==> config.mk <==
export PLATFORM = sky130hd
export DESIGN_NAME = dmem_arbiter
export DESIGN_NICKNAME = d
export VERILOG_FILES = /design/src/rtl/dmem_arb_pkg.sv /design/src/rtl/dmem_arbiter.sv
export SDC_FILE = /design/constraint.sdc
export NUM_CORES = 1
export LEC_CHECK = 0
export BUFFER_PORTS_ARGS = -buffer_cell sky130_fd_sc_hd__buf_2
export CORE_AREA = 4 4 94 96
export CTS_BUF_LIST = sky130_fd_sc_hd__clkbuf_4
export DETAILED_ROUTE_END_ITERATION = 8
export DIE_AREA = 0 0 98 100
export PLACE_DENSITY = 0.81
export SLEW_MARGIN = 20
export SYNTH_ARGS = -nofsm -noshare
export SYNTH_HDL_FRONTEND = slang
export SYNTH_SLANG_ARGS = --single-unit
==> constraint.sdc <==
create_clock -name clk -period 2.8 [get_ports clk]
set_input_delay 0.14 -clock clk [delete_from_list [all_inputs] [get_ports clk]]
set_output_delay 0.14 -clock clk [all_outputs]
set_load 0.05 [all_outputs]
==> src/rtl/dmem_arb_pkg.sv <==
// Shared types for the dmem arbiter.
// FSM states, read owner tag and counter sizing.
package dmem_arb_pkg;

   typedef enum logic {
      NORMAL,
      DBG_LOCKED
   } arb_state_t;

   typedef enum logic {
      OWN_CORE,
      OWN_DBG
   } arb_owner_t;

   // Aging counter width; at least one bit even when MAX_WAIT is 0.
   function automatic int cnt_width(input int max_wait);
      return (max_wait < 1) ? 1 : $clog2(max_wait + 1);
   endfunction

endpackage

==> src/rtl/dmem_arbiter.sv <==
// Core/debug arbiter for the single-port synchronous data memory.
// Core has priority, aging lets debug through, a lock holds debug ownership.
module dmem_arbiter
   import dmem_arb_pkg::*;
#(
   parameter int AW       = 10,
   parameter int DW       = 32,
   parameter int MAX_WAIT = 8
) (
   input  logic            clk,
   input  logic            reset,
   input  logic            core_valid,
   output logic            core_ready,
   input  logic            core_we,
   input  logic [AW-1:0]   core_addr,
   input  logic [DW-1:0]   core_wdata,
   input  logic [DW/8-1:0] core_be,
   output logic            core_rvalid,
   output logic [DW-1:0]   core_rdata,
   input  logic            dbg_valid,
   output logic            dbg_ready,
   input  logic            dbg_we,
   input  logic [AW-1:0]   dbg_addr,
   input  logic [DW-1:0]   dbg_wdata,
   input  logic [DW/8-1:0] dbg_be,
   input  logic            dbg_lock,
   output logic            dbg_rvalid,
   output logic [DW-1:0]   dbg_rdata,
   output logic            mem_en,
   output logic            mem_we,
   output logic [AW-1:0]   mem_addr,
   output logic [DW-1:0]   mem_wdata,
   output logic [DW/8-1:0] mem_be,
   input  logic [DW-1:0]   mem_rdata
);

   localparam int CW = cnt_width(MAX_WAIT);
   localparam logic [CW-1:0] WAIT_MAX = CW'(MAX_WAIT);

   arb_state_t state_q, state_d;
   arb_owner_t rd_owner_q, rd_owner_d;
   logic [CW-1:0] wait_cnt_q, wait_cnt_d;
   logic rd_pend_q, rd_pend_d;
   logic [DW-1:0] core_rdata_q, dbg_rdata_q;
   logic grant_core, grant_dbg;

   // Grant selection and next state; no grants while reset is held.
   always_comb begin
      grant_core = 1'b0;
      grant_dbg  = 1'b0;
      state_d    = state_q;
      if (reset) begin
         unique case (state_q)
            NORMAL: begin
               if (core_valid && dbg_valid) begin
                  if (wait_cnt_q == WAIT_MAX) grant_dbg = 1'b1;
                  else grant_core = 1'b1;
               end else begin
                  grant_core = core_valid;
                  grant_dbg  = dbg_valid;
               end
            end
            DBG_LOCKED: grant_dbg = dbg_valid;
         endcase
         if (grant_dbg) state_d = dbg_lock ? DBG_LOCKED : NORMAL;
      end
   end

   // Aging: count stalled debug cycles, saturate, clear on grant or idle.
   always_comb begin
      wait_cnt_d = wait_cnt_q;
      if (!dbg_valid || grant_dbg) wait_cnt_d = '0;
      else if (wait_cnt_q != WAIT_MAX) wait_cnt_d = wait_cnt_q + CW'(1);
   end

   // Route the winner onto the memory port; byte enables only on writes.
   always_comb begin
      mem_en    = 1'b0;
      mem_we    = 1'b0;
      mem_addr  = '0;
      mem_wdata = '0;
      mem_be    = '0;
      if (grant_core) begin
         mem_en    = 1'b1;
         mem_we    = core_we;
         mem_addr  = core_addr;
         mem_wdata = core_wdata;
         mem_be    = core_we ? core_be : '0;
      end else if (grant_dbg) begin
         mem_en    = 1'b1;
         mem_we    = dbg_we;
         mem_addr  = dbg_addr;
         mem_wdata = dbg_wdata;
         mem_be    = dbg_we ? dbg_be : '0;
      end
   end

   assign core_ready = grant_core;
   assign dbg_ready  = grant_dbg;
   assign rd_pend_d  = mem_en & ~mem_we;
   assign rd_owner_d = grant_dbg ? OWN_DBG : OWN_CORE;

   assign core_rvalid = rd_pend_q && (rd_owner_q == OWN_CORE);
   assign dbg_rvalid  = rd_pend_q && (rd_owner_q == OWN_DBG);
   assign core_rdata  = core_rvalid ? mem_rdata : core_rdata_q;
   assign dbg_rdata   = dbg_rvalid ? mem_rdata : dbg_rdata_q;

   // State, aging counter, read tracking and held read data.
   always_ff @(posedge clk or negedge reset) begin
      if (!reset) begin
         state_q      <= NORMAL;
         wait_cnt_q   <= '0;
         rd_pend_q    <= 1'b0;
         rd_owner_q   <= OWN_CORE;
         core_rdata_q <= '0;
         dbg_rdata_q  <= '0;
      end else begin
         state_q    <= state_d;
         wait_cnt_q <= wait_cnt_d;
         rd_pend_q  <= rd_pend_d;
         rd_owner_q <= rd_owner_d;
         if (core_rvalid) core_rdata_q <= mem_rdata;
         if (dbg_rvalid) dbg_rdata_q <= mem_rdata;
      end
   end

endmodule

# Word-level counts from Yosys, hierarchy flattened
# Cells that the tools add are included.
[word_totals] reg_bits=71 word_cells=46
[op_classes] addsub=1 eq_ne=2 muxes=26 bitwise_logic=4 n_reduce_logical=7
[ops] cell="32-bit two-way mux" count=4
[ops] cell="4-bit two-way mux" count=6
[ops] cell="10-bit two-way mux" count=2
[ops] cell="1-bit two-way mux" count=13
[ops] cell="4-bit by 1-bit adder with 4-bit output (second input constant)" count=1
[ops] cell="4-bit equality test (second input constant)" count=1
[ops] cell="4-bit inequality test (second input constant)" count=1
[ops] cell="1-bit logical AND" count=3
[ops] cell="1-bit NOT" count=3
[ops] cell="1-bit case mux with 2 select lines" count=1
[ops] cell="2-bit AND reduction" count=1
[ops] cell="2-bit nonzero test" count=1
[ops] cell="1-bit bitwise AND" count=1
[ops] cell="1-bit zero test" count=1
[ops] cell="1-bit logical OR" count=1

# Longest topological paths before layout
[depth] word_depth=10 depth_mapped=7 ltp_nobuf=5

# Least setup slack after synthesis
# OpenSTA, ideal clock, no wires.
[synth_timing] kind="register to output" from="register wait_cnt_q[0]" to="output mem_wdata[22]" arrival_ns=1.910 required_time_ns=2.660 slack_ns=0.750 path_stages_with_launch=7 path_buffers=1 cell_sequence="dfrtp_1 > inv_1 > ha_1 > nand3b_4 > a21oi_2 > buf_2 > a22o_1"
[synth_between] elab_chain_len=8 word_cells_on_any_way=12 cone_classes="eq/ne (1); mux (11)"
[synth_rtl] item="start: declaration" line_no="dmem_arbiter.sv:42" text="logic [CW-1:0] wait_cnt_q, wait_cnt_d;"
[synth_rtl] item="start signal: assignment" line_no="dmem_arbiter.sv:119" text="wait_cnt_q <= wait_cnt_d;"
[synth_rtl] item="4-bit equality test" line_no="dmem_arbiter.sv:56" text="if (wait_cnt_q == WAIT_MAX) grant_dbg = 1'b1;"
[synth_rtl] item="1-bit two-way mux" line_no="dmem_arbiter.sv:56"
[synth_rtl] item="1-bit two-way mux" line_no="dmem_arbiter.sv:55" text="if (core_valid && dbg_valid) begin"
[synth_rtl] item="1-bit case mux with 2 select lines" line_no="dmem_arbiter.sv:53" text="unique case (state_q)"
[synth_rtl] item="1-bit two-way mux (2 in series)" line_no="dmem_arbiter.sv:52" text="if (reset) begin"
[synth_rtl] item="named net dbg_ready" line_no="dmem_arbiter.sv:21" text="output logic dbg_ready,"
[synth_rtl] item="32-bit two-way mux" line_no="dmem_arbiter.sv:89" text="end else if (grant_dbg) begin"
[synth_rtl] item="32-bit two-way mux" line_no="dmem_arbiter.sv:83" text="if (grant_core) begin"
[synth_rtl] item="end: declaration" line_no="dmem_arbiter.sv:32" text="output logic [DW-1:0] mem_wdata,"
# The timed path passes the listed nets, and every way through them passes these cells. The select of a mux whose other input is x is not followed.

# Worst setup path in the final report
[layout_timing] from="register wait_cnt_q[0]" to="output mem_wdata[1]"
[layout_between] elab_chain_len=8 word_cells_on_any_way=12 cone_classes="eq/ne (1); mux (11)"
[layout_rtl] item="4-bit equality test *" line_no="dmem_arbiter.sv:56"
[layout_rtl] item="1-bit two-way mux" line_no="dmem_arbiter.sv:56"
[layout_rtl] item="1-bit two-way mux" line_no="dmem_arbiter.sv:55"
[layout_rtl] item="1-bit case mux with 2 select lines" line_no="dmem_arbiter.sv:53"
[layout_rtl] item="1-bit two-way mux (2 in series)" line_no="dmem_arbiter.sv:52"
[layout_rtl] item="32-bit two-way mux" line_no="dmem_arbiter.sv:89"
[layout_rtl] item="32-bit two-way mux *" line_no="dmem_arbiter.sv:83"
# Every way passes the cells marked *; elsewhere a longest branch is shown, timed or not. The select of a mux whose other input is x is not followed.

==> results_dict.tcl <==
set metrics [dict create \
    cap_violations 0 \
    syn-num-nets 367 \
    synth_commonest_cells "dfrtp_1 (71), mux2_2 (58), a22o_1 (43)" \
    final-setup-viol-count 0 \
    fin_cells 625 \
    syn_inst 234 \
    synth_area_leaders "dfrtp_1 (55%), mux2_2 (20%), a22o_1 (12%), buf_2 (2.2%), mux2_1 (2.1%)" \
    grt_pass1_wl_mm 18.3 \
    reg2reg_slack_ns 0.91 \
    synth_edf_count 0 \
    drive_gt1_frac 0.632 \
    path_class "register to output pin" \
    final_util 0.639 \
    areaGrowthSynthToFinish_pct 59.0 \
    total_power_w 0.00409 \
    globalplace.congestion 0.902 \
    nNetsFinal 647 \
    synth_area_per_cell_um2 13.8 \
    yosysMostFrequentCell "dfrtp_1" \
    relSlewSlack 0.518 \
    worstHoldPathType "input pin to register" \
    dp.cells 574 \
    yosysTopAreaCellShare 0.549 \
    ys_seq_elements 71 \
    via_per_inst 4.97 \
    finalClockSkew_ns 0.0130 \
    cp-end-kind "output pin" \
    leakagePower_nw 2.68 \
    row_count 33 \
    clock_sinks 71 \
    r2r_end "rd_pend_q$_DFF_PN0_" \
    ctsResizeCount 0 \
    required_ns 2.66 \
    comb_power_share 0.514 \
    coreArea_mm2 0.00805 \
    p_int_w 0.00212 \
    die_area_mm2 0.00980 \
    finalHoldViolCount 0 \
    grt_use_total 0.244 \
    initial_core_util 0.402 \
    max_freq_mhz 390 \
    grt-ovfl-total 0 \
    reg2reg_depth 6 \
    drtIter0Drc 97 \
    grt_antenna_before_repair 5 \
    grt_pass1_vias 3366 \
    ys_dominant_reg_cell "dfrtp_1" \
    yosysSeqAreaShare 0.549 \
    clk_path_buf_depth 2 \
    slew_violations 0 \
    arrival_ns 2.42 \
    async_reset_ff_frac 1.00 \
    antenna_left 0 \
    worstMarginPinSlew_ns 0.724 \
    wl_per_cell_um 19.2 \
    p_sw_w 0.00197 \
    chipWidth_um 98 \
    min_period_over_period 0.916 \
    crit_fanout 49 \
    critPathLaunchType "register" \
    synth_area_mm2 0.00324 \
    drc 0 \
    insertion_delay_ns 0.40 \
    sw_frac_of_total 0.481 \
    io_buffer_count 246 \
    tritoncts "yes" \
    yosysWarnings 0 \
    rsz0062_at_grt "no" \
    rr_startpoint "wait_cnt_q[0]$_DFFE_PN0P_" \
    cts_max_level 3 \
    fin_setup_tns_ns 0 \
    powerDensity_mw_per_mm2 796 \
    first_pass_iters 4 \
    status "finished clean" \
    synth_cell_types 25 \
    route.vias.total 3104 \
    seqPwrFrac 0.328 \
    irDropWorstVdd_uv 404 \
    p_clk_frac 0.158 \
    drt-total-wl_mm 12.0 \
    cts_root_buf "clkbuf_4" \
    fp.dieH_um 100 \
    startpoint "wait_cnt_q[0]$_DFFE_PN0P_" \
    crit_path_end "mem_wdata[1]" \
    clk_pin_slew_ns 0.12 \
    post_cts_buffers 0 \
    grt_max_degree 62 \
    io_pins 247 \
    place.detailed.hpwl_mm 9.32 \
    numCtsBuffers 9 \
    yosys.area.top_type "dfrtp_1" \
    fin_crit_ns 2.56 \
]
## per-stage QoR
step | worst slack, ns | hold slack [ns] | instance area (um2)
after global placement | 0.786 | 0.0780 | 4660
after CTS | 0.245 | 0.0243 | 5140
after global routing | 0.115 | 0.00129 | 5150
after detailed placement | 0.710 | 0.0834 | 4660
final | 0.236 | 0.0461 | 5150
after floorplan | 0.750 | -0.156 | 3240
## how the worst min path moves through the flow
stage,to,depth (start not counted),slack [ns],from
after floorplan,core_rdata_q[0]$_DFF_PN0_,0,-0.16,reset
final,rd_pend_q$_DFF_PN0_,2,0.05,core_we
after CTS,rd_pend_q$_DFF_PN0_,2,0.02,core_we
after global routing,rd_pend_q$_DFF_PN0_,2,0.001,core_we
after global placement,wait_cnt_q[0]$_DFFE_PN0P_,1,0.08,reset
after detailed placement,dbg_rdata_q[23]$_DFF_PN0_,1,0.08,reset
## power by group through the flow
| stage | combinational [W] | clock (W) | sequential [W] |
|---|---|---|---|
| after global routing | 0.00219 | 0.000729 | 0.00137 |
| final | 0.00210 | 0.000648 | 0.00134 |
| after global placement | 0.00204 | 0 | 0.00135 |
| after detailed placement | 0.00207 | 0 | 0.00137 |
| after floorplan | 0.00157 | 0 | 0.00134 |
| after CTS | 0.00211 | 0.000675 | 0.00134 |
## area by class of cell
type	count	area, um2
fill	644	2910
sequential	71	1780
timing repair buffer	286	1720
multi-input combinational	140	1360
tap	105	131
clock inverter	7	71.3
clock buffer	9	67.6
inverter	6	22.5
antenna	1	2.50
## logic make-up (layout without fill, tap and decap cells)
logic type               after synthesis  after routing  share of synthesized area
AO/OA/AOI/OAI                         58             58                      0.153
buffers and inverters                 23            308                     0.0367
AND/OR/NAND/NOR                       14             14                     0.0251
flip-flops                            71             71                      0.549
XOR/XNOR                               2              2                    0.00541
multiplexers                          64             64                      0.223
adder cells (fa/ha/maj)                2              2                    0.00773
other                                  0              1                          0
## sequential cells by signal, indices dropped and copies added (netlist names)
register	count
state_q	1
wait_cnt_q	4
rd_pend_q	1
core_rdata_q	32
rd_owner_q	1
dbg_rdata_q	32
## layer usage
layer	global-route usage	vias to the layer above	wire, um
met3	0.0737	26	857
met1	0.279	1476	4410
li1	-	1444	-
met5	0	-	60
met2	0.441	150	6440
met4	0.0682	8	243
## cells in the final DEF, fill, tap and decap left out
master / n
buf_12: 7
clkbuf_4: 9
buf_4: 5
nand2_1: 6
inv_6: 2
o21ai_0: 3
a21oi_4: 1
mux2_1: 6
nor2b_1: 2
o2111ai_1: 1
nand3_1: 3
mux2_2: 58
bufinv_16: 1
xor2_1: 1
buf_2: 240
dlygate4sd3_1: 34
o211a_1: 1
o221ai_1: 1
a21o_1: 1
inv_1: 6
nor2b_4: 1
ha_1: 2
a32o_1: 4
a22o_1: 43
dfrtp_1: 71
diode_2: 1
nand3b_4: 1
clkinvlp_4: 2
xnor2_1: 1
clkinv_2: 1
a211oi_1: 2
clkinv_1: 1
a21oi_1: 1
nor3_1: 1
## what timing repair did
action	in CTS	in global routing
setup endpoints to repair	0	0
hold buffers	34	0
endpoints found under the hold margin	75	0
## worst max-delay path, cell delays in order, from the launching register on
cell      delay (ns)
dfrtp_1         0.42
inv_1           0.10
ha_1            0.25
nand3b_4        0.14
o211a_1         0.16
buf_4           0.41
a22o_1          0.26
buf_2           0.27
No activity file was read; power rests on OpenSTA's default activity.
